==> src/rtl/spi_reg_pkg.sv <==
// Shared definitions for the SPI register slave and its PWM-side consumers.
//   - Register address map for the five PWM control registers.
//   - Frame geometry (16-bit frames, MSB first) and bit-counter sizing.
//   - FSM state encoding, exposed both as plain localparams (for benches that
//     only want the numeric encoding) and as the typed enum used by the RTL.
package spi_reg_pkg;

    // Register address map.
    localparam logic [6:0] ADDR_EN_OUT_7_0  = 7'h00;
    localparam logic [6:0] ADDR_EN_OUT_15_8 = 7'h01;
    localparam logic [6:0] ADDR_EN_PWM_7_0  = 7'h02;
    localparam logic [6:0] ADDR_EN_PWM_15_8 = 7'h03;
    localparam logic [6:0] ADDR_PWM_DUTY    = 7'h04;

    // Frame layout: [15] = R/W (1 = write), [14:8] = address, [7:0] = data.
    localparam int unsigned FRAME_BITS = 16;

    // Bit counter is wide enough to hold one past a full frame, so frames that
    // are too long stay distinguishable from exact-length ones.
    localparam int unsigned CNT_W   = 5;
    localparam int unsigned CNT_SAT = FRAME_BITS + 1;

    // FSM state encoding.
    localparam logic [1:0] STATE_IDLE   = 2'd0;
    localparam logic [1:0] STATE_SHIFT  = 2'd1;
    localparam logic [1:0] STATE_COMMIT = 2'd2;

    typedef enum logic [1:0] {
        StIdle   = STATE_IDLE,
        StShift  = STATE_SHIFT,
        StCommit = STATE_COMMIT
    } spi_state_e;

endpackage

==> src/rtl/sync_edge.sv <==
// Multi-flop synchronizer followed by a history flop, producing single-cycle
// rise and fall pulses on the synchronized level.
//
// Ports:
//   clk    in   system clock
//   rst_n  in   synchronous active-low reset; all flops load RESET_VAL
//   din    in   asynchronous input pin
//   rise   out  one-cycle pulse when the synchronized level goes 0 -> 1
//   fall   out  one-cycle pulse when the synchronized level goes 1 -> 0
//
// Resetting to the pin's idle level keeps reset release from producing a
// spurious edge while the pin is idle.
module sync_edge #(
    parameter int unsigned SYNC_STAGES = 2,
    parameter logic        RESET_VAL   = 1'b0
) (
    input  logic clk,
    input  logic rst_n,
    input  logic din,
    output logic rise,
    output logic fall
);

    logic [SYNC_STAGES-1:0] sync_q;
    logic                   hist_q;
    logic                   level;

    always_ff @(posedge clk) begin
        if (!rst_n) begin
            sync_q <= {SYNC_STAGES{RESET_VAL}};
            hist_q <= RESET_VAL;
        end else begin
            sync_q <= {sync_q[SYNC_STAGES-2:0], din};
            hist_q <= sync_q[SYNC_STAGES-1];
        end
    end

    assign level = sync_q[SYNC_STAGES-1];
    assign rise  = level & ~hist_q;
    assign fall  = ~level & hist_q;

endmodule

==> src/rtl/spi_reg_slave.sv <==
// SPI mode-0 write-only slave that turns 16-bit frames into the control
// registers feeding the PWM stage. All SPI pins are asynchronous and are
// sampled on clk; clk must run at least 4x the SPI clock.
//
// Ports:
//   clk              in   system clock (only clock in this block)
//   rst_n            in   synchronous active-low reset
//   sclk             in   SPI clock, asynchronous
//   copi             in   SPI data in, asynchronous
//   ncs              in   SPI chip select, active-low, asynchronous
//   en_reg_out_7_0   out  register 0x00
//   en_reg_out_15_8  out  register 0x01
//   en_reg_pwm_7_0   out  register 0x02
//   en_reg_pwm_15_8  out  register 0x03
//   pwm_duty_cycle   out  register 0x04
//   wr_done          out  one-cycle pulse when a register is written
//   frame_err        out  one-cycle pulse when a frame is discarded
//
// Frame, MSB first: [15] = R/W (1 = write), [14:8] = address, [7:0] = data.
// A write lands SYNC_STAGES+2 clk edges after the ncs pin rises.
module spi_reg_slave
    import spi_reg_pkg::*;
#(
    parameter int unsigned SYNC_STAGES = 2,
    parameter int unsigned NUM_REGS    = 5,  // must be >= 5 to back all outputs
    parameter int unsigned ADDR_W      = 7,
    parameter int unsigned DATA_W      = 8
) (
    input  logic              clk,
    input  logic              rst_n,
    input  logic              sclk,
    input  logic              copi,
    input  logic              ncs,
    output logic [DATA_W-1:0] en_reg_out_7_0,
    output logic [DATA_W-1:0] en_reg_out_15_8,
    output logic [DATA_W-1:0] en_reg_pwm_7_0,
    output logic [DATA_W-1:0] en_reg_pwm_15_8,
    output logic [DATA_W-1:0] pwm_duty_cycle,
    output logic              wr_done,
    output logic              frame_err
);

    localparam int unsigned FW = 1 + ADDR_W + DATA_W;

    // ------------------------------------------------------------------
    // Input synchronization
    // ------------------------------------------------------------------
    logic sclk_rise;
    logic ncs_rise;
    logic ncs_fall;
    logic unused_sclk_fall;  // mode 0 shifts on rising edges only

    sync_edge #(
        .SYNC_STAGES (SYNC_STAGES),
        .RESET_VAL   (1'b0)
    ) u_sync_sclk (
        .clk   (clk),
        .rst_n (rst_n),
        .din   (sclk),
        .rise  (sclk_rise),
        .fall  (unused_sclk_fall)
    );

    sync_edge #(
        .SYNC_STAGES (SYNC_STAGES),
        .RESET_VAL   (1'b1)
    ) u_sync_ncs (
        .clk   (clk),
        .rst_n (rst_n),
        .din   (ncs),
        .rise  (ncs_rise),
        .fall  (ncs_fall)
    );

    // copi only needs a level, taken at the same depth as the sclk level so
    // the bit sampled on a detected rise is the one the master presented.
    logic [SYNC_STAGES-1:0] copi_sync_q;
    logic                   copi_sync;

    always_ff @(posedge clk) begin
        if (!rst_n) begin
            copi_sync_q <= '0;
        end else begin
            copi_sync_q <= {copi_sync_q[SYNC_STAGES-2:0], copi};
        end
    end

    assign copi_sync = copi_sync_q[SYNC_STAGES-1];

    // ------------------------------------------------------------------
    // Frame decode
    // ------------------------------------------------------------------
    spi_state_e        state_q;
    logic [CNT_W-1:0]  cnt_q;
    logic [FW-1:0]     shift_q;
    logic [DATA_W-1:0] regs_q [NUM_REGS];

    logic              frame_rw;
    logic [ADDR_W-1:0] frame_addr;
    logic [DATA_W-1:0] frame_data;
    logic              addr_in_range;
    logic              len_ok;

    assign frame_rw      = shift_q[FW-1];
    assign frame_addr    = shift_q[DATA_W +: ADDR_W];
    assign frame_data    = shift_q[DATA_W-1:0];
    assign addr_in_range = (32'(frame_addr) < NUM_REGS);
    assign len_ok        = (cnt_q == CNT_W'(FRAME_BITS));

    always_ff @(posedge clk) begin
        if (!rst_n) begin
            state_q   <= StIdle;
            cnt_q     <= '0;
            shift_q   <= '0;
            wr_done   <= 1'b0;
            frame_err <= 1'b0;
            for (int i = 0; i < NUM_REGS; i++) begin
                regs_q[i] <= '0;
            end
        end else begin
            wr_done   <= 1'b0;
            frame_err <= 1'b0;

            unique case (state_q)
                StIdle: begin
                    if (ncs_fall) begin
                        state_q <= StShift;
                        cnt_q   <= '0;
                    end
                end

                StShift: begin
                    // Deselect takes priority over a coincident sclk rise.
                    if (ncs_rise) begin
                        state_q <= StCommit;
                    end else if (sclk_rise) begin
                        shift_q <= {shift_q[FW-2:0], copi_sync};
                        if (cnt_q != CNT_W'(CNT_SAT)) begin
                            cnt_q <= cnt_q + CNT_W'(1);
                        end
                    end
                end

                StCommit: begin
                    // A new select arriving here is dropped; the master is
                    // required to hold ncs high long enough to avoid that.
                    state_q <= StIdle;
                    if (!len_ok) begin
                        frame_err <= 1'b1;
                    end else if (frame_rw) begin
                        if (addr_in_range) begin
                            for (int i = 0; i < NUM_REGS; i++) begin
                                if (frame_addr == ADDR_W'(i)) begin
                                    regs_q[i] <= frame_data;
                                end
                            end
                            wr_done <= 1'b1;
                        end else begin
                            frame_err <= 1'b1;
                        end
                    end
                    // Correct-length read frames are accepted silently.
                end

                default: begin
                    state_q <= StIdle;
                end
            endcase
        end
    end

    // Register-to-output map follows the ADDR_* constants in the package.
    assign en_reg_out_7_0  = regs_q[0];
    assign en_reg_out_15_8 = regs_q[1];
    assign en_reg_pwm_7_0  = regs_q[2];
    assign en_reg_pwm_15_8 = regs_q[3];
    assign pwm_duty_cycle  = regs_q[4];

endmodule
==> config.mk <==
export PLATFORM = sky130hd
export DESIGN_NAME = spi_reg_slave
export DESIGN_NICKNAME = d
export VERILOG_FILES = /design/src/rtl/spi_reg_pkg.sv /design/src/rtl/sync_edge.sv /design/src/rtl/spi_reg_slave.sv
export SDC_FILE = /design/constraint.sdc
export NUM_CORES = 1
export LEC_CHECK = 0
export BUFFER_PORTS_ARGS = -buffer_cell sky130_fd_sc_hd__buf_4
export CAP_MARGIN = 20
export CORE_MARGIN = 10
export CORE_UTILIZATION = 58
export DETAILED_ROUTE_END_ITERATION = 8
export MAX_ROUTING_LAYER = met4
export PLACE_DENSITY_LB_ADDON = 0.05
export SYNTH_ARGS = -nofsm -noshare
export SYNTH_HDL_FRONTEND = slang
export SYNTH_SLANG_ARGS = --single-unit
==> constraint.sdc <==
create_clock -name clk -period 6 [get_ports clk]
set_input_delay 0.3 -clock clk [delete_from_list [all_inputs] [get_ports clk]]
set_output_delay 0.3 -clock clk [all_outputs]
set_load 0.01 [all_outputs]
==> impl_metrics.ini, run 1 <==
[detailed_routing]
drtPass1Iterations = 4
wl_per_cell_um = 16.5
ant_nets = 0
vias_per_cell = 5.34
drtIter0Drc = 64
routed_wl_mm = 5.18
vias = 1677
drcViolationCount = 0

[logic_synthesis]
syn_inst = 208
ys_seq_elements = 73
yosysWarnings = 0
synth_area_um2 = 2660
synth_flop_cell = edfxtp_1
synth_nets = 216
synth-seq-area-share = 0.700
ys_async_sr_fraction = 0
synth_edf_count = 40
synth_cell_types = 39
avgSynthCellArea_um2 = 12.8

[critical_path]
endpoint = regs_q[0][13]
worst-path-buf-inv = 1
crit_start = cnt_q[0]
cp_slowest_cell = o21ai_1
r2r_cells = 6
r2r-start = cnt_q[0]
worstSetupPathType = flip-flop to flip-flop
critPathLaunchType = flip-flop
end_kind = flip-flop
critPathRequiredTime_ps = 5960
reg2reg_slack_ps = 3240
r2r_end = regs_q[0][13]
crit_family = simple AND/OR/NAND/NOR gates
arrival_ps = 2720
crit_cells = 6
cp_cell_sequence = inv_1, ha_1, or4bb_1, nor4_4, nand3_1, o21ai_1
critPathMaxStageDelay_ps = 650
worstPathMaxFanout = 11

[placement]
place_inst = 298
io_buffers = 46
dp_hpwl_mm = 3.61
gp_congestion = 0.779

[die]
io_pins = 47
die_x_um = 87.7
rows = 24
die_y_um = 87.7
core_area_um2 = 4380
die_area_um2 = 7690
initial_core_util = 0.606

[sta]
max_freq_ghz = 0.362
rsz0062_at_grt = false
finClkSkew_ps = 7.05
min_period_ps = 2760
drv_slew = 0
hold_viol = 0
setup_viol = 0
relSlewSlack = 0.476
final.setup.tns_ps = 0
fin_hold_ws_ps = 140
tightest_slew_ps = 781
period_share = 0.460

[clocking]
ctsResizeCount = 0
clkSinkCount = 73
path_clk_slew_ps = 70
postCtsHoldBufs = 0
root_buffer = clkbuf_8
clk_path_buf_depth = 2
cts_max_level = 3
clk_latency_ps = 340
cts_setup_buffers = 0
numCtsBuffers = 9
tritoncts = done

[finish]
final_cell_count_no_fill = 314
drive_gt1_frac = 0.263
area_growth_pct = 21.6
fin_nets = 265
num_antenna_cells = 0

[worst_hold_path]
hold_class = input port to flip-flop

[power_and_ir_drop]
vdd_drop_max_mv = 0.195
p_leak_uw = 0.00120
finalPower_uw = 969
powerDensity_nw_per_um2 = 300

[run]
drv_cap = 0

[global_routing]
grt_pass1_vias = 1713
antenna_found_initial = 0
grt_max_degree = 37
grt_usage = 0.145
grt_overflow = 0
grt_pass1_wl_mm = 8.45

[status]
status = finished clean
where the power goes:
| group | switching [uW] | total, uW | leakage [uW] | internal [uW] |
|---|---|---|---|---|
| Combinational | 25.9 | 49.7 | 0.000449 | 23.7 |
| Sequential | 5.54 | 547 | 0.000647 | 542 |
| Clock | 172 | 372 | 0.000102 | 200 |
| Total | 203 | 969 | 0.00120 | 766 |
area by class of cell:
cell class	count	area, um2
fill	302	1150
clock buffer	10	138
timing repair buffer	48	360
clock inverter	6	57.6
inverter	4	15.0
multi-input combinational	121	736
tap	52	65.1
sequential	73	1860
Yosys cell counts (2+ instances only):
cell       n  area share
a21boi_0   2      0.0056
o31ai_1    2      0.0056
ha_1       3       0.014
a21boi_1  15       0.042
o21ai_1    2      0.0038
and3_1     2      0.0047
a21oi_1    2      0.0038
nand4b_1   2      0.0066
inv_1      4      0.0056
clkbuf_1   7      0.0099
edfxtp_1  40        0.45
nand2_1   37       0.052
dfxtp_1   33        0.25
o21ai_0    3      0.0056
nand3_1    6       0.011
and2_1    13       0.031
nand2b_1   6       0.014
nor2_1     8       0.011
per-stage QoR:
stage                     utilization  setup slack (ps)  instance area (um2)
after floorplan                     -              3840                 2660
after global placement          0.693              3470                 3040
after global routing            0.737              3040                 3230
after detailed placement        0.693              3290                 3040
after CTS                       0.737              3220                 3230
final                           0.737              3240                 3230
per-layer routing:
layer	global-route usage	vias up	part of all wire
met3	0.0511	7	0.061
li1	-	827	-
met5	-	-	0
met2	0.247	45	0.50
met1	0.152	798	0.43
met4	0.0478	0	0.0097
flip-flops by register name, indices dropped and copies added (netlist names):
signal              cells
u_sync_sclk.hist_q      1
copi_sync_q             2
u_sync_ncs.hist_q       1
cnt_q                   5
regs_q                 40
frame_err               1
wr_done                 1
u_sync_sclk.sync_q      2
shift_q                16
state_q                 2
u_sync_ncs.sync_q       2
how the worst min path moves through the flow:
stage / startpoint / to / slack (ps) / cells after the start
finish: ncs / u_sync_ncs.sync_q[0] / 140 / 2
global route: ncs / u_sync_ncs.sync_q[0] / 150 / 2
CTS: ncs / u_sync_ncs.sync_q[0] / 130 / 2
detailed placement: u_sync_ncs.sync_q[0] / u_sync_ncs.sync_q[1] / 410 / 1
global placement: u_sync_ncs.sync_q[0] / u_sync_ncs.sync_q[1] / 410 / 1
floorplan: u_sync_ncs.sync_q[0] / u_sync_ncs.sync_q[1] / 390 / 1
logic make-up (layout without fill, tap and decap cells):
kind of cell / count (synthesis) / count (layout) / share of synthesized area
flip-flops: 73 / 73 / 0.700
multiplexers: 2 / 2 / 0.00800
buffers and inverters: 14 / 68 / 0.0231
AND/OR/NAND/NOR: 83 / 83 / 0.162
adder cells (fa/ha/maj): 3 / 3 / 0.0141
AO/OA/AOI/OAI: 33 / 33 / 0.0922
placed cells by master (no fill, tap or decap), types with 2 or more instances in the layout:
cell type	n
a21boi_0	2
a21boi_1	15
a21oi_1	2
and2_1	13
and3_1	2
buf_4	48
clkbuf_8	10
clkinv_2	4
dfxtp_1	33
edfxtp_1	40
ha_1	3
inv_1	4
nand2_1	37
nand2b_1	6
nand3_1	6
nand4b_1	2
nor2_1	8
o21ai_0	3
o21ai_1	2
o31ai_1	2
Power figures use the tool's default switching activity.
==> run 2: changes to the inputs <==
--- a/config.mk
+++ b/config.mk
@@ -5,10 +5,11 @@
 export SDC_FILE = /design/constraint.sdc
 export NUM_CORES = 1
 export LEC_CHECK = 0
+export ABC_AREA = 1
 export BUFFER_PORTS_ARGS = -buffer_cell sky130_fd_sc_hd__buf_4
 export CAP_MARGIN = 20
 export CORE_MARGIN = 10
-export CORE_UTILIZATION = 58
+export CORE_UTILIZATION = 49
 export DETAILED_ROUTE_END_ITERATION = 8
 export MAX_ROUTING_LAYER = met4
 export PLACE_DENSITY_LB_ADDON = 0.05
==> constraint.sdc (replaced) <==
create_clock -name clk -period 2.2 [get_ports clk]
set_input_delay 0.11 -clock clk [delete_from_list [all_inputs] [get_ports clk]]
set_output_delay 0.11 -clock clk [all_outputs]
set_load 0.01 [all_outputs]
==> run 2 against run 1 <==
Via count grew 4.1%. Critical path depth stayed put. First-iteration DRC count is 50% higher. Maximum frequency rose by 56%. Global-route usage shrank 1.4 points. Synthesized cell count grew 13%. Area after synthesis rose by 3.9%. Clock skew up 0.72 ps. Routed wire length grew 5.3%. Sequential power grew to 2.7 times the previous value. Worst hold slack better by 3.0 ps. Final cell count grew 17%. Critical endpoint is now regs_q[0][12]. Largest cell class unchanged. Largest power group unchanged.
==> impl_metrics.ini, run 2 <==
[clocking]
numCtsBuffers = 9
clk_latency_ps = 340
clkSinkCount = 73
path_clk_slew_ps = 70
clk_path_buf_depth = 2
tritoncts = done
ctsResizeCount = 0
cts_max_level = 3
root_buffer = clkbuf_8

[logic_synthesis]
synth_flop_cell = edfxtp_1
syn_inst = 235
synth_nets = 243
synth_top_area_cell = edfxtp_1
avgSynthCellArea_um2 = 11.8
ys_seq_elements = 73
synth_common_cells = edfxtp_1, dfxtp_1, inv_1
synth_area_um2 = 2760
synth_most_common_cell = edfxtp_1
synth-seq-area-share = 0.674
synth_area_leaders = edfxtp_1, dfxtp_1, inv_1
synth_top_cell_area_share = 0.435
synth_cell_types = 29
ys_async_sr_fraction = 0
synth_edf_count = 40
yosysWarnings = 0

[critical_path]
end_kind = flip-flop
r2r-start = cnt_q[0]
r2r_cells = 6
critPathRequiredTime_ps = 2190
worstPathMaxFanout = 10
critPathLaunchType = flip-flop
r2r_end = regs_q[0][12]
crit_start = cnt_q[0]
worstSetupPathType = flip-flop to flip-flop
endpoint = regs_q[0][12]
reg2reg_slack_ps = 440
arrival_ps = 1750

[power_and_ir_drop]
pwr-share-comb = 0.057
internal_power_uw = 2050
p_leak_uw = 0.00135
switchingPower_uw = 567
power.clock.fraction = 0.375
powerDensity_nw_per_um2 = 778
vdd_drop_max_mv = 0.790
power_frac_seq = 0.568
sw_frac_of_total = 0.217

[sta]
finClkSkew_ps = 7.77
hold_viol = 0
min_period_ps = 1760
period_share = 0.801
final.setup.tns_ps = 0
fin_hold_ws_ps = 143
max_freq_ghz = 0.567
drv_slew = 0
setup_viol = 0
tightest_slew_ps = 421
setup_slack_ps = 437
relSlewSlack = 0.718
rsz0062_at_grt = false

[global_routing]
grt_pass1_wl_mm = 8.77
grt_pass1_vias = 1723
grt_max_degree = 32
grt_overflow = 0
grt_usage = 0.131
antenna_found_initial = 0

[finish]
area_growth_pct = 21.8
final_cell_count_no_fill = 366
fin_nets = 297
final_common_cell = buf_4
num_antenna_cells = 0
n_fill_cell = 459
largest-register = regs_q
final_cell_mix = buf_4, edfxtp_1, dfxtp_1
largestRegisters = regs_q x40, shift_q x16, cnt_q x5
drive_gt1_frac = 0.306
largest_reg_flops = 40

[die]
io_pins = 47
die_y_um = 95.1
die_area_um2 = 9040
die_x_um = 95.1
rows = 27
core_area_um2 = 5470
initial_core_util = 0.505

[detailed_routing]
drtPass1Iterations = 4
drcViolationCount = 0
ant_nets = 0
wl_per_cell_um = 14.9
routed_wl_mm = 5.45
vias = 1745
vias_per_cell = 4.77
drtIter0Drc = 96

[status]
status = finished clean

[placement]
place_inst = 347
dp_slack_ps = 450
gp_congestion = 0.808
dp_hpwl_mm = 3.98
io_buffers = 46

[run]
drv_cap = 0

[worst_hold_path]
hold_class = input port to flip-flop
[run 2: worst max-delay path: stages, from the launching register on]
cell	delay [ps]
dfxtp_1	360
inv_1	110
ha_1	170
nand3_2	120
nor2_4	180
nand2_4	110
o21ai_2	370
[run 2: worst min-delay path by stage]
| stage | start | endpoint | slack, ps | cells past startpoint |
|---|---|---|---|---|
| floorplan | copi | copi_sync_q[0] | 210 | 2 |
| global placement | sclk | u_sync_sclk.sync_q[0] | 290 | 3 |
| detailed placement | sclk | u_sync_sclk.sync_q[0] | 300 | 3 |
| CTS | rst_n | frame_err | 140 | 3 |
| global route | rst_n | frame_err | 160 | 3 |
| finish | rst_n | frame_err | 140 | 3 |
[run 2: routing by layer]
layer  GRT usage  wire length, um  up-vias
met2       0.180             2410       42
met4      0.0673              110        0
li1            -                -      893
met5           -                0        -
met1       0.168             2580      800
met3      0.0432              348       10
[run 2: stage by stage]
| stage | total power, uW | util | instance area, um2 |
|---|---|---|---|
| after floorplan | 1600 | - | 2760 |
| after global placement | 1660 | 0.575 | 3150 |
| after detailed placement | 1670 | 0.575 | 3150 |
| after CTS | 2640 | 0.615 | 3360 |
| after global routing | 2710 | 0.615 | 3360 |
| final | 2620 | 0.615 | 3360 |
[run 2: cell type report]
class | count | area [um2] | area share
flip-flops and latches | 73 | 1860 | 0.553
multi-input cells | 122 | 718 | 0.213
repair buffers | 50 | 383 | 0.114
clock buffers | 10 | 128 | 0.0379
inverters | 33 | 124 | 0.0368
well taps | 72 | 90.1 | 0.0268
clock inverters | 6 | 60.1 | 0.0179
[run 2: kinds of logic (layout without fill, tap and decap cells)]
| group | Yosys count | in the layout | share of synthesized area |
|---|---|---|---|
| and+or+nand+nor | 79 | 79 | 0.155 |
| DFF | 73 | 73 | 0.674 |
| buffers and inverters | 40 | 99 | 0.0661 |
| AOI/OAI and AO/OA | 39 | 39 | 0.0879 |
| adders and majority gates | 3 | 3 | 0.0136 |
| xor gates and xnor gates | 1 | 1 | 0.00317 |
[run 2: power by group through the flow]
stage / sequential [uW] / clock (uW) / combinational [uW]
6_report: 1490 / 982 / 148
5_1_grt: 1490 / 1050 / 166
4_1_cts: 1490 / 999 / 152
3_5_place_dp: 1520 / 0 / 148
3_3_place_gp: 1520 / 0 / 146
2_1_floorplan: 1530 / 0 / 68.5
[run 2: timing repair]
action | 4_1_cts | 5_1_grt
setup endpoints to repair | 0 | 0
endpoints found under the hold margin | 3 | 0
setup buffers | 0 | 0
hold buffers | 3 | 0
==> run 3: changes to the inputs <==
--- a/config.mk
+++ b/config.mk
@@ -5,7 +5,7 @@
 export SDC_FILE = /design/constraint.sdc
 export NUM_CORES = 1
 export LEC_CHECK = 0
-export ABC_AREA = 1
+export ABC_AREA = 0
 export BUFFER_PORTS_ARGS = -buffer_cell sky130_fd_sc_hd__buf_4
 export CAP_MARGIN = 20
 export CORE_MARGIN = 10
==> constraint.sdc (replaced) <==
create_clock -name clk -period 1.5 [get_ports clk]
set_input_delay 0.075 -clock clk [delete_from_list [all_inputs] [get_ports clk]]
set_output_delay 0.075 -clock clk [all_outputs]
set_load 0.01 [all_outputs]
==> run 3 against run 2 <==
The run now ends with negative setup slack left. First-iteration DRC count down 40%. Clock power up 45%. Maximum frequency decreased by 17%. Clock skew decreased by 1.1 ps. Clock-buffer cell count rose by 1. Final cell count up 1.4%. Routed wire length rose by 2.4%. Flip-flop and latch count unchanged. Utilization grew 10 points. Largest power group unchanged. Highest routed layer unchanged.
==> impl_metrics.ini, run 3 (synthesis gave the netlist of run 1 again) <==
[global_routing]
grt_pass1_wl_mm = 8.86
grt_max_degree = 29
antenna_found_initial = 0
grt_pass1_vias = 1802
grt_overflow = 0
grt_usage = 0.135

[finish]
num_antenna_cells = 0
largestRegisters = regs_q x40, shift_q x16, cnt_q x5
largest-register = regs_q
final_cell_mix = buf_4, edfxtp_1, nand2_1
stdcell_area_um2 = 3700
drive_gt1_frac = 0.425
final_common_cell = buf_4
final_cell_count_no_fill = 371
fin_nets = 304
largest_reg_flops = 40
final_core_util = 0.716
area_growth_pct = 39.2

[worst_hold_path]
hold_class = input port to flip-flop
whs_path_depth = 3
hold_end = u_sync_sclk.sync_q[0]
hold_start = rst_n

[critical_path]
crit_start = cnt_q[0]
worstSetupPathType = flip-flop to flip-flop
end_kind = flip-flop
worstPathMaxFanout = 4
critPathLaunchType = flip-flop
arrival_ps = 2200
r2r_cells = 8
reg2reg_slack_ps = -630
critPathRequiredTime_ps = 1570
r2r_end = regs_q[0][19]
r2r-start = cnt_q[0]

[clocking]
cts_max_level = 3
clk_path_buf_depth = 2
numCtsBuffers = 9
clkSinkCount = 73
clk_latency_ps = 350
path_clk_slew_ps = 70
root_buffer = clkbuf_8
tritoncts = done

[sta]
period_share = 1.42
final.setup.tns_ps = -33690
hold_viol = 0
finClkSkew_ps = 6.70
relSlewSlack = 0.793
drv_slew = 0
setup_slack_ps = -632
min_period_ps = 2130
tightest_slew_ps = 311
rsz0062_at_grt = true
setup_viol = 81
max_freq_ghz = 0.469

[detailed_routing]
routed_wl_mm = 5.58
drtIter0Drc = 58
vias = 1827
wl_per_cell_um = 15.0
vias_per_cell = 4.92
ant_nets = 0
drtPass1Iterations = 4
drcViolationCount = 0

[die]
core_area_um2 = 5170
io_pins = 47
die_y_um = 93.7
initial_core_util = 0.514
die_area_um2 = 8770
rows = 26
die_x_um = 93.7

[power_and_ir_drop]
powerDensity_nw_per_um2 = 1040
sw_frac_of_total = 0.209
power_frac_seq = 0.568
vdd_drop_max_mv = 0.615
p_leak_uw = 0.00142
internal_power_uw = 3040
pwr-share-comb = 0.062
power.clock.fraction = 0.370
switchingPower_uw = 805

[status]
violations = negative setup slack
status = complete, but fails checks

[placement]
place_inst = 348
place_area_um2 = 3350
io_buffers = 46
dp_hpwl_mm = 4.01
gp_congestion = 0.789

[run]
drv_cap = 0
## run 3: through the flow
| stage | hold WS [ps] | setup slack [ps] | power (uW) |
|---|---|---|---|
| global placement | 259 | -622 | 2460 |
| CTS | 118 | -618 | 3880 |
| detailed placement | 263 | -667 | 2460 |
| floorplan | 176 | -583 | 2320 |
| finish | 118 | -632 | 3850 |
| global route | 140 | -717 | 4010 |
## run 3: worst max path at each step
stage	slack (ps)	endpoint	depth (start not counted)
floorplan	-580	regs_q[0][16]	7
global placement	-620	regs_q[0][17]	8
detailed placement	-670	regs_q[0][19]	8
CTS	-620	regs_q[0][14]	6
global route	-720	regs_q[0][16]	8
finish	-630	regs_q[0][19]	8
## run 3: cell type report
class	instances	area, um2
Sequential cell	73	1870
Fill cell	404	1470
Multi-Input combinational cell	121	857
Timing Repair Buffer	87	696
Clock buffer	11	131
Tap cell	70	87.6
Clock inverter	5	47.5
Inverter	4	15.0
## run 3: worst max-delay path, cell delays in order (launching register included)
cell and delay (ps):
dfxtp_2 320, inv_2 70, ha_4 130, or4bb_4 460
nor4_4 260, buf_4 180, nand2_4 50, o31ai_4 220
buf_6 160
## run 3: power by group through the flow
| stage | combinational [uW] | sequential (uW) | clock (uW) |
|---|---|---|---|
| after floorplan | 61.3 | 2260 | 0 |
| after global placement | 228 | 2230 | 0 |
| after detailed placement | 229 | 2230 | 0 |
| after CTS | 242 | 2190 | 1450 |
| after global routing | 260 | 2190 | 1550 |
| final | 238 | 2190 | 1420 |
## run 3: layer usage
metal | vias up | wire, um | GRT usage
li1 | 902 | - | -
met1 | 870 | 2260 | 0.137
met5 | - | 0 | -
met3 | 11 | 388 | 0.0600
met2 | 44 | 2810 | 0.223
met4 | 0 | 112 | 0.0570
## run 3: what timing repair did
action                                 CTS  global route
setup endpoints to repair               83            85
pin swaps                                1             9
buffers inserted                         2             3
endpoints found under the hold margin    3             0
cloned                                   0             0
hold buffers                             3             0
gates resized for setup                 24            12
